===== src/rtl/grid_io_param.sv =====
// ---------------------------------------------------------------------------
// grid_io_param
//
// Configurable I/O tile holding NUM_PADS bidirectional pads. Configuration
// is loaded serially into a shadow chain and copied into the active
// configuration by a commit. A commit is accepted only after a full frame
// has been shifted in since the last accepted commit.
//
// Optional feature macro: GRID_IO_CFG_PARITY_EN
//   When this macro is defined, one even-parity bit is appended at the top of
//   the shadow chain. A commit is then also rejected unless the XOR of the
//   whole chain is 0.
//
// Parameters
//   NUM_PADS  number of pad subtiles (1..32)
//   CFG_BITS  configuration bits per pad (fixed at 2: bit0 = dir, bit1 = inv)
//
// Ports
//   prog_clk              clock; all state updates on its rising edge
//   prog_reset_n          asynchronous active-low reset
//   isol_n                active-low isolation; forces pads to a safe state
//   ccff_head             serial configuration data in
//   ccff_shift_en         shift the shadow chain this cycle
//   ccff_commit           request shadow -> active copy
//   ccff_tail             last bit of the shadow chain
//   gfpga_pad_io_soc_in   pad-side input   [NUM_PADS]
//   gfpga_pad_io_soc_out  pad-side output  [NUM_PADS]
//   gfpga_pad_io_soc_dir  pad direction, 1 = input [NUM_PADS]
//   pin_outpad            fabric-side data toward the pads [NUM_PADS]
//   pin_inpad             fabric-side data from the pads   [NUM_PADS]
//   cfg_done              a full frame is sitting in the shadow chain
//   cfg_err               sticky: last commit attempt was rejected
// ---------------------------------------------------------------------------
module grid_io_param #(
   parameter int NUM_PADS = 4,
   parameter int CFG_BITS = 2
) (
   input  logic                prog_clk,
   input  logic                prog_reset_n,
   input  logic                isol_n,
   input  logic                ccff_head,
   input  logic                ccff_shift_en,
   input  logic                ccff_commit,
   output logic                ccff_tail,
   input  logic [NUM_PADS-1:0] gfpga_pad_io_soc_in,
   output logic [NUM_PADS-1:0] gfpga_pad_io_soc_out,
   output logic [NUM_PADS-1:0] gfpga_pad_io_soc_dir,
   input  logic [NUM_PADS-1:0] pin_outpad,
   output logic [NUM_PADS-1:0] pin_inpad,
   output logic                cfg_done,
   output logic                cfg_err
);

   localparam int DATA_LEN = NUM_PADS * CFG_BITS;
`ifdef GRID_IO_CFG_PARITY_EN
   localparam int LEN = DATA_LEN + 1;
`else
   localparam int LEN = DATA_LEN;
`endif
   localparam int CW = $clog2(LEN + 1);
   localparam logic [CW-1:0] LEN_C     = CW'(LEN);
   localparam logic [CW-1:0] LEN_M1_C  = CW'(LEN - 1);

   logic [LEN-1:0]      shadow;
   // Down-counter of bits still needed for a full frame; the externally
   // visible "bit counter" equals LEN - bits_left, and it saturates at 0.
   logic [CW-1:0]       bits_left;
   logic [NUM_PADS-1:0] dir_q;
   logic [NUM_PADS-1:0] inv_q;
   logic                cfg_err_q;
   logic                parity_ok;
   logic                commit_ok;

`ifdef GRID_IO_CFG_PARITY_EN
   assign parity_ok = ~(^shadow);
`else
   assign parity_ok = 1'b1;
`endif

   assign cfg_done  = (bits_left == '0);
   assign commit_ok = ccff_commit & cfg_done & parity_ok;
   assign ccff_tail = shadow[LEN-1];
   assign cfg_err   = cfg_err_q;

   always_ff @(posedge prog_clk or negedge prog_reset_n) begin
      if (!prog_reset_n) begin
         shadow    <= '0;
         bits_left <= LEN_C;
         cfg_err_q <= 1'b0;
         dir_q     <= '1;
         inv_q     <= '0;
      end else begin
         if (ccff_shift_en)
            shadow <= {shadow[LEN-2:0], ccff_head};

         // A commit coinciding with a shift takes the pre-shift frame, and
         // the bit shifted in that cycle already counts toward the next one.
         if (commit_ok)
            bits_left <= ccff_shift_en ? LEN_M1_C : LEN_C;
         else if (ccff_shift_en && bits_left != '0)
            bits_left <= bits_left - 1'b1;

         if (commit_ok) begin
            cfg_err_q <= 1'b0;
            for (int p = 0; p < NUM_PADS; p++) begin
               dir_q[p] <= shadow[2*p];
               inv_q[p] <= shadow[2*p+1];
            end
         end else if (ccff_commit) begin
            cfg_err_q <= 1'b1;
         end
      end
   end

   // Isolation overrides the active configuration on the outputs only.
   always_comb begin
      gfpga_pad_io_soc_dir = '0;
      gfpga_pad_io_soc_out = '0;
      pin_inpad            = '0;
      for (int p = 0; p < NUM_PADS; p++) begin
         gfpga_pad_io_soc_dir[p] = dir_q[p] | ~isol_n;
         gfpga_pad_io_soc_out[p] = isol_n & ~dir_q[p] & (pin_outpad[p] ^ inv_q[p]);
         pin_inpad[p]            = isol_n & dir_q[p] & (gfpga_pad_io_soc_in[p] ^ inv_q[p]);
      end
   end

endmodule


===== config.mk =====
export PLATFORM = sky130hd
export DESIGN_NAME = grid_io_param
export DESIGN_NICKNAME = d
export VERILOG_FILES = /design/src/rtl/grid_io_param.sv
export SDC_FILE = /design/constraint.sdc
export NUM_CORES = 1
export LEC_CHECK = 0
export CAP_MARGIN = 5
export CORE_AREA = 10 10 57 59
export DETAILED_ROUTE_END_ITERATION = 12
export DIE_AREA = 0 0 67 69
export GPL_TIMING_DRIVEN = 1
export PLACE_DENSITY = 0.85
export RECOVER_POWER = 100
export SYNTH_ARGS = -nofsm -noshare
export SYNTH_HDL_FRONTEND = slang
export SYNTH_SLANG_ARGS = --single-unit

===== constraint.sdc =====
create_clock -name prog_clk -period 4.5 [get_ports prog_clk]
set_input_delay 0.45 -clock prog_clk [delete_from_list [all_inputs] [get_ports prog_clk]]
set_output_delay 0.45 -clock prog_clk [all_outputs]
set_load 0.005 [all_outputs]

==> results of run 1 <==
-- final cells by class --
cell class                 count  area (µm²)
clock buffer                   4        26.3
inverter                       3        11.3
tap                           28        35.0
fill                         174         802
multi-input combinational     58         462
sequential                    21         532
timing repair buffer          28         280
-- power by group through the flow --
stage / clock (mW) / sequential [mW] / combinational (mW)
finish: 0.0849 / 0.341 / 0.247
floorplan: 0 / 0.328 / 0.158
global placement: 0 / 0.340 / 0.254
CTS: 0.0869 / 0.343 / 0.267
global route: 0.0979 / 0.357 / 0.274
detailed placement: 0 / 0.347 / 0.266
-- cells in the mapped netlist (all sizes together), types with 2 or more instances --
library cell | number | area share
mux2 | 16 | 0.18
nand2 | 2 | 0.0074
and3 | 4 | 0.025
inv | 3 | 0.011
xnor2 | 4 | 0.034
o21ai | 2 | 0.0098
xor2 | 4 | 0.034
a221oi | 2 | 0.017
dfstp | 5 | 0.13
nand2b | 5 | 0.031
nor2 | 8 | 0.029
buf | 2 | 0.016
dfrtp | 16 | 0.39
-- critical path, cell delays in order, from the launching register on --
cell and delay, ns:
dfrtp_1 0.43, inv_1 0.08, ha_1 0.25, nor3b_1 0.33
dlygate4sd3_1 0.63
-- stage by stage --
stage / setup WS (ns) / hold WS, ns / utilization / instances / area (µm²)
2_1_floorplan: 3.03 / 0.154 / - / 84 / 1020
3_3_place_gp: 2.29 / 0.478 / 0.614 / 138 / 1320
3_5_place_dp: 2.26 / 0.485 / 0.614 / 138 / 1320
4_1_cts: 2.05 / 0.510 / 0.627 / 142 / 1350
5_1_grt: 1.83 / 0.519 / 0.627 / 142 / 1350
6_report: 2.04 / 0.501 / 0.627 / 142 / 1350
-- cells by family after synthesis --
kind of cell | count (synthesis) | synth area share
DFF | 21 | 0.521
buffers and inverters | 5 | 0.0270
adders and majority gates | 1 | 0.0123
muxes | 16 | 0.176
and+or+nand+nor | 27 | 0.156
AOI/OAI and AO/OA | 6 | 0.0392
xor gates and xnor gates | 8 | 0.0686
-- registers in the layout, summed over array words and instances, names as in the netlist --
register / cells
shadow: 8
cfg_err: 1
dir_q: 4
bits_left: 4
inv_q: 4
-- metal layers --
metal / GRT usage / up-vias / wire, µm
li1: - / 357 / -
met1: 0.0957 / 348 / 776
met2: 0.154 / 20 / 1040
met3: 0.0161 / 2 / 169
met4: 0.0679 / 0 / 51
met5: 0 / - / 0
-- worst min-delay path by stage --
stage / endpoint / slack [ns] / depth (start not counted)
finish: cfg_err / 0.50 / 2
global route: cfg_err / 0.52 / 2
CTS: cfg_err / 0.51 / 2
detailed placement: cfg_err / 0.48 / 2
global placement: cfg_err / 0.48 / 2
floorplan: bits_left[0] / 0.15 / 0
==> impl_metrics.env, run 1 <==
export IMPL_run_status="finished clean"
export IMPL_start_util=0.475
export IMPL_fin_setup_tns_ns=0
export IMPL_timing_critical_path_from_type="flip-flop"
export IMPL_mean_instance_size_in_the_synthesized_netlist_um2=12.2
export IMPL_routed_wire_length_per_instance_um=14.3
export IMPL_cts_reportedPaths_clkPinSlew_ns=0.11
export IMPL_cts_hold_repair_buffers=0
export IMPL_max_cap_violations=0
export IMPL_yosysWarnings=0
export IMPL_period_minus_slack_ns=2.46
export IMPL_fmax_mhz=406
export IMPL_synth_seq_area_share=0.521
export IMPL_timing_hold_worst_class="reg2reg"
export IMPL_routed_via_density=5.12
export IMPL_cts_tree="done"
export IMPL_rsz0062_at_grt="false"
export IMPL_worst_clock_skew_ns=0.00204
export IMPL_slew_limit_headroom=0.400
export IMPL_core_rowCount=17
export IMPL_post_cts_resize_count=0
export IMPL_detail_route_iter0_violations=36
export IMPL_p_leak_nw=0.585
export IMPL_switchingPower_mw=0.201
export IMPL_cellPowerDensity_nw_per_um2=500
export IMPL_drt_pass1_iter_count=4
export IMPL_combinational_fraction_of_design_power=0.367
export IMPL_crit_end="cfg_done"
export IMPL_numPortBuffers=28
export IMPL_worst_ep_required_time_ns=4.05
export IMPL_grt_antenna_before_repair=0
export IMPL_synthesis_nets=99
export IMPL_area_growth_pct=31.9
export IMPL_asyncSetResetFlopFracSynth=1.00
export IMPL_crit_fanout=7
export IMPL_synth_top_flop_cell="dfrtp_1"
export IMPL_routed_wl_mm=2.04
export IMPL_post_synth_inst_count=84
export IMPL_antenna_violating_nets_left=0
export IMPL_core_area_um2=2150
export IMPL_worst_hold_startpoint="cfg_err"
export IMPL_die_height_um=69
export IMPL_cts_num_sinks=21
export IMPL_synth_cell_area_um2=1020
export IMPL_cts_buffers_inserted=3
export IMPL_worst_r2r_path_depth=4
export IMPL_final_max_slew_viol_count=0
export IMPL_worst_slew_pin_transition_ns=0.896
export IMPL_die_width_um=67
export IMPL_layout_nets=130
export IMPL_synth_enable_flop_cells=0
export IMPL_number_of_global_route_vias_before_repair=749
export IMPL_worstReg2RegStart="bits_left[0]"
export IMPL_post_cts_repair_setup_buffers=0
export IMPL_worst_skew_pair_late_latency_ns=0.29
export IMPL_grt_start_max_net_pins=22
export IMPL_fraction_of_power_spent_switching_nets=0.300
export IMPL_final_common_cell="dlygate4sd3_1"
export IMPL_cts_max_level=1
export IMPL_grt_use_total=0.0913
export IMPL_yosys_cell_types_count=25
export IMPL_grt_first_pass_wirelength_mm=3.41
export IMPL_rr_endpoint="inv_q[2]"
export IMPL_drive_gt1_frac=0.211
export IMPL_vdd_drop_max_v=0.000251
export IMPL_postSynthRegisterBits=21
export IMPL_crit_path_end_kind="primary output"
export IMPL_overflow=0
export IMPL_ios=29
export IMPL_period_share=0.548
export IMPL_antennaDiodeCount=0
export IMPL_cts_max_path_buffers=2
export IMPL_floorplan_die_area_um2=4620
export IMPL_finalSetupViolations=0
export IMPL_most_common_layout_cells="dlygate4sd3_1, mux2_2, dfrtp_1, clkdlybuf4s50_1, nor2_1"
export IMPL_clockRootBuffer="clkbuf_4"
export IMPL_power_clock_fraction=0.126
export IMPL_seq_power_share=0.507
export IMPL_remaining_drc_errors=0
export IMPL_rrSetupSlack_ns=2.72
export IMPL_finalPower_mw=0.673
export IMPL_finalHoldViolations=0
export IMPL_critPathArrivalTime_ns=2.01
export IMPL_routabilityCongestion=0.669
export IMPL_startpoint="bits_left[0]"
export IMPL_hpwl_mm=1.64
export IMPL_dr_total_vias=727
export IMPL_cellInternalPower_mw=0.471
export IMPL_timing_setup_critical_path_class="reg2out"
(Power assumes the default switching activity.)
==> run 2, diff against run 1 <==
--- a/config.mk
+++ b/config.mk
@@ -6,11 +6,11 @@
 export NUM_CORES = 1
 export LEC_CHECK = 0
 export CAP_MARGIN = 5
-export CORE_AREA = 10 10 57 59
+export CORE_AREA = 10 10 59 61
 export DETAILED_ROUTE_END_ITERATION = 12
-export DIE_AREA = 0 0 67 69
+export DIE_AREA = 0 0 69 71
 export GPL_TIMING_DRIVEN = 1
-export PLACE_DENSITY = 0.85
+export PLACE_DENSITY = 0.8
 export RECOVER_POWER = 100
 export SYNTH_ARGS = -nofsm -noshare
 export SYNTH_HDL_FRONTEND = slang
==> constraint.sdc (replaced) <==
create_clock -name prog_clk -period 2.3 [get_ports prog_clk]
set_input_delay 0.23 -clock prog_clk [delete_from_list [all_inputs] [get_ports prog_clk]]
set_output_delay 0.23 -clock prog_clk [all_outputs]
set_load 0.005 [all_outputs]
==> run 2 against run 1 <==
Power rose by 97%. Register-to-register slack got worse by 2.2 ns. Global-route usage fell by 0.58 points. Flip-flop and latch count did not move. Sequential power rose by 96%. Die area rose by 6.0%. Hold slack improved by 0.0012 ns. Utilization fell by 5.6 points. Clock-buffer cell count fell by 1. Sequential share of layout area fell by 0.47 points. First-iteration DRC count fell by 69%. Highest routed layer unchanged.
==> impl_metrics.env, run 2 (synthesis gave the netlist of run 1 again) <==
export IMPL_run_status="finished clean"
export IMPL_vdd_drop_max_v=0.000658
export IMPL_routabilityCongestion=0.722
export IMPL_cts_tree="done"
export IMPL_whs_ns=0.502
export IMPL_routed_wl_mm=2.04
export IMPL_timing_critical_path_from_type="flip-flop"
export IMPL_clockRootBuffer="clkbuf_4"
export IMPL_grt_start_max_net_pins=22
export IMPL_drive_gt1_frac=0.216
export IMPL_series_of_cell_instances_along_the_critical_path="inv_1 -> ha_1 -> nor3b_2 -> clkdlybuf4s50_1"
export IMPL_slowest_stage="clkdlybuf4s50_1"
export IMPL_worst_skew_pair_late_latency_ns=0.29
export IMPL_cts_max_level=1
export IMPL_p_leak_nw=0.586
export IMPL_finalHoldViolations=0
export IMPL_top_register="shadow"
export IMPL_timing_hold_worst_class="reg2reg"
export IMPL_overflow=0
export IMPL_fin_setup_tns_ns=0
export IMPL_period_share=0.891
export IMPL_cts_num_sinks=21
export IMPL_cellPowerDensity_nw_per_um2=973
export IMPL_worst_clock_skew_ns=0.00126
export IMPL_detail_route_iter0_violations=11
export IMPL_cts_reportedPaths_clkPinSlew_ns=0.11
export IMPL_fmax_mhz=488
export IMPL_crit_fanout=7
export IMPL_crit_path_end_kind="primary output"
export IMPL_finalSetupViolations=0
export IMPL_floorplan_die_area_um2=4900
export IMPL_routed_wire_length_per_instance_um=14.0
export IMPL_grt_first_pass_wirelength_mm=3.65
export IMPL_dr_total_vias=723
export IMPL_worst_slew_pin_transition_ns=1.07
export IMPL_critPathArrivalTime_ns=1.82
export IMPL_worst_ep_required_time_ns=2.07
export IMPL_number_of_global_route_vias_before_repair=767
export IMPL_core_rowCount=18
export IMPL_grt_antenna_before_repair=0
export IMPL_fill_cell_total_of_the_finished_layout=209
export IMPL_cts_buffers_inserted=3
export IMPL_die_height_um=71
export IMPL_period_minus_slack_ns=2.05
export IMPL_numPortBuffers=28
export IMPL_layout_nets=132
export IMPL_drt_pass1_iter_count=4
export IMPL_ios=29
export IMPL_most_common_layout_cells="mux2_2, dfrtp_1, dlygate4sd3_1, clkdlybuf4s50_1, nor2_1"
export IMPL_routed_via_density=4.95
export IMPL_hpwl_mm=1.62
export IMPL_slew_limit_headroom=0.290
export IMPL_antennaDiodeCount=0
export IMPL_max_cap_violations=0
export IMPL_rsz0062_at_grt="false"
export IMPL_core_area_um2=2390
export IMPL_die_width_um=69
export IMPL_grt_use_total=0.0855
export IMPL_final_max_slew_viol_count=0
export IMPL_remaining_drc_errors=0
export IMPL_start_util=0.428
export IMPL_post_cts_repair_setup_buffers=0
export IMPL_worst_path_largest_cell_delay_ns=0.54
export IMPL_area_growth_pct=33.5
export IMPL_antenna_violating_nets_left=0
export IMPL_timing_setup_critical_path_class="reg2out"
export IMPL_largest_register_ffs=8
export IMPL_cts_max_path_buffers=2
-- run 2: cell count changes in the layout (fill, tap and decap cells not counted) --
cell / before / now
clkdlybuf4s50_1: 11 / 13
dfstp_1: 0 / 1
clkbuf_1: 1 / 2
dfstp_2: 5 / 4
clkinv_2: 0 / 1
nor3b_2: 0 / 1
nor3b_1: 1 / 0
dlygate4sd3_1: 17 / 15
-- run 2: final cells by class --
class,instances,area (µm²),share of cell area
clock inverters,1,5.00,0.00367
flip-flops and latches,21,532,0.390
multi-input cells,58,467,0.343
clock buffers,3,22.5,0.0165
well taps,30,37.5,0.0275
inverters,3,11.3,0.00826
repair buffers,30,288,0.211
-- run 2: worst max-delay path, delay by kind of cell (launching register included) --
kind,cells,cell delay [ns]
adders and majority gates,1,0.24
DFF,1,0.43
buffers and inverters,2,0.61
and+or+nand+nor,1,0.25
-- run 2: stage by stage --
step           area [µm²]  total power, mW  utilization  std cells  setup slack [ns]
4_1_cts              1370             1.37        0.572        146             0.108
5_1_grt              1360             1.44        0.571        146            0.0487
6_report             1360             1.33        0.571        146             0.250
3_3_place_gp         1340             1.17        0.560        142             0.500
2_1_floorplan        1020            0.950            -         84             0.830
3_5_place_dp         1340             1.20        0.560        142             0.466
-- run 2: report_power, final --
group	total [mW]	switching (mW)	internal, mW	leakage (nW)
Clock	0.166	0.101	0.0646	0.0177
Combinational	0.492	0.173	0.319	0.327
Sequential	0.668	0.128	0.540	0.241
Total	1.33	0.402	0.924	0.586
-- run 2: worst paths after layout --
path	slack, ns	startpoint	endpoint	depth (start not counted)
min in group asynchronous	0.65	prog_reset_n	inv_q[1]	2
worst min-delay path	0.50	cfg_err	cfg_err	2
worst max register to register	0.55	bits_left[0]	inv_q[1]	4
worst min register to register	0.50	cfg_err	cfg_err	2
max in group asynchronous	1.02	prog_reset_n	shadow[3]	2
worst max-delay path	0.25	bits_left[0]	cfg_done	4
-- run 2: metal layers --
| layer | track usage | vias up | share of wire |
|---|---|---|---|
| li1 | - | 357 | - |
| met1 | 0.102 | 340 | 0.44 |
| met2 | 0.145 | 24 | 0.49 |
| met3 | 0.0153 | 2 | 0.055 |
| met4 | 0.0403 | 0 | 0.013 |
| met5 | 0 | - | 0 |
-- run 2: repair_timing --
item	CTS	global route
endpoints found under the setup margin	0	1
hold buffers	0	0
gates resized for setup	0	1
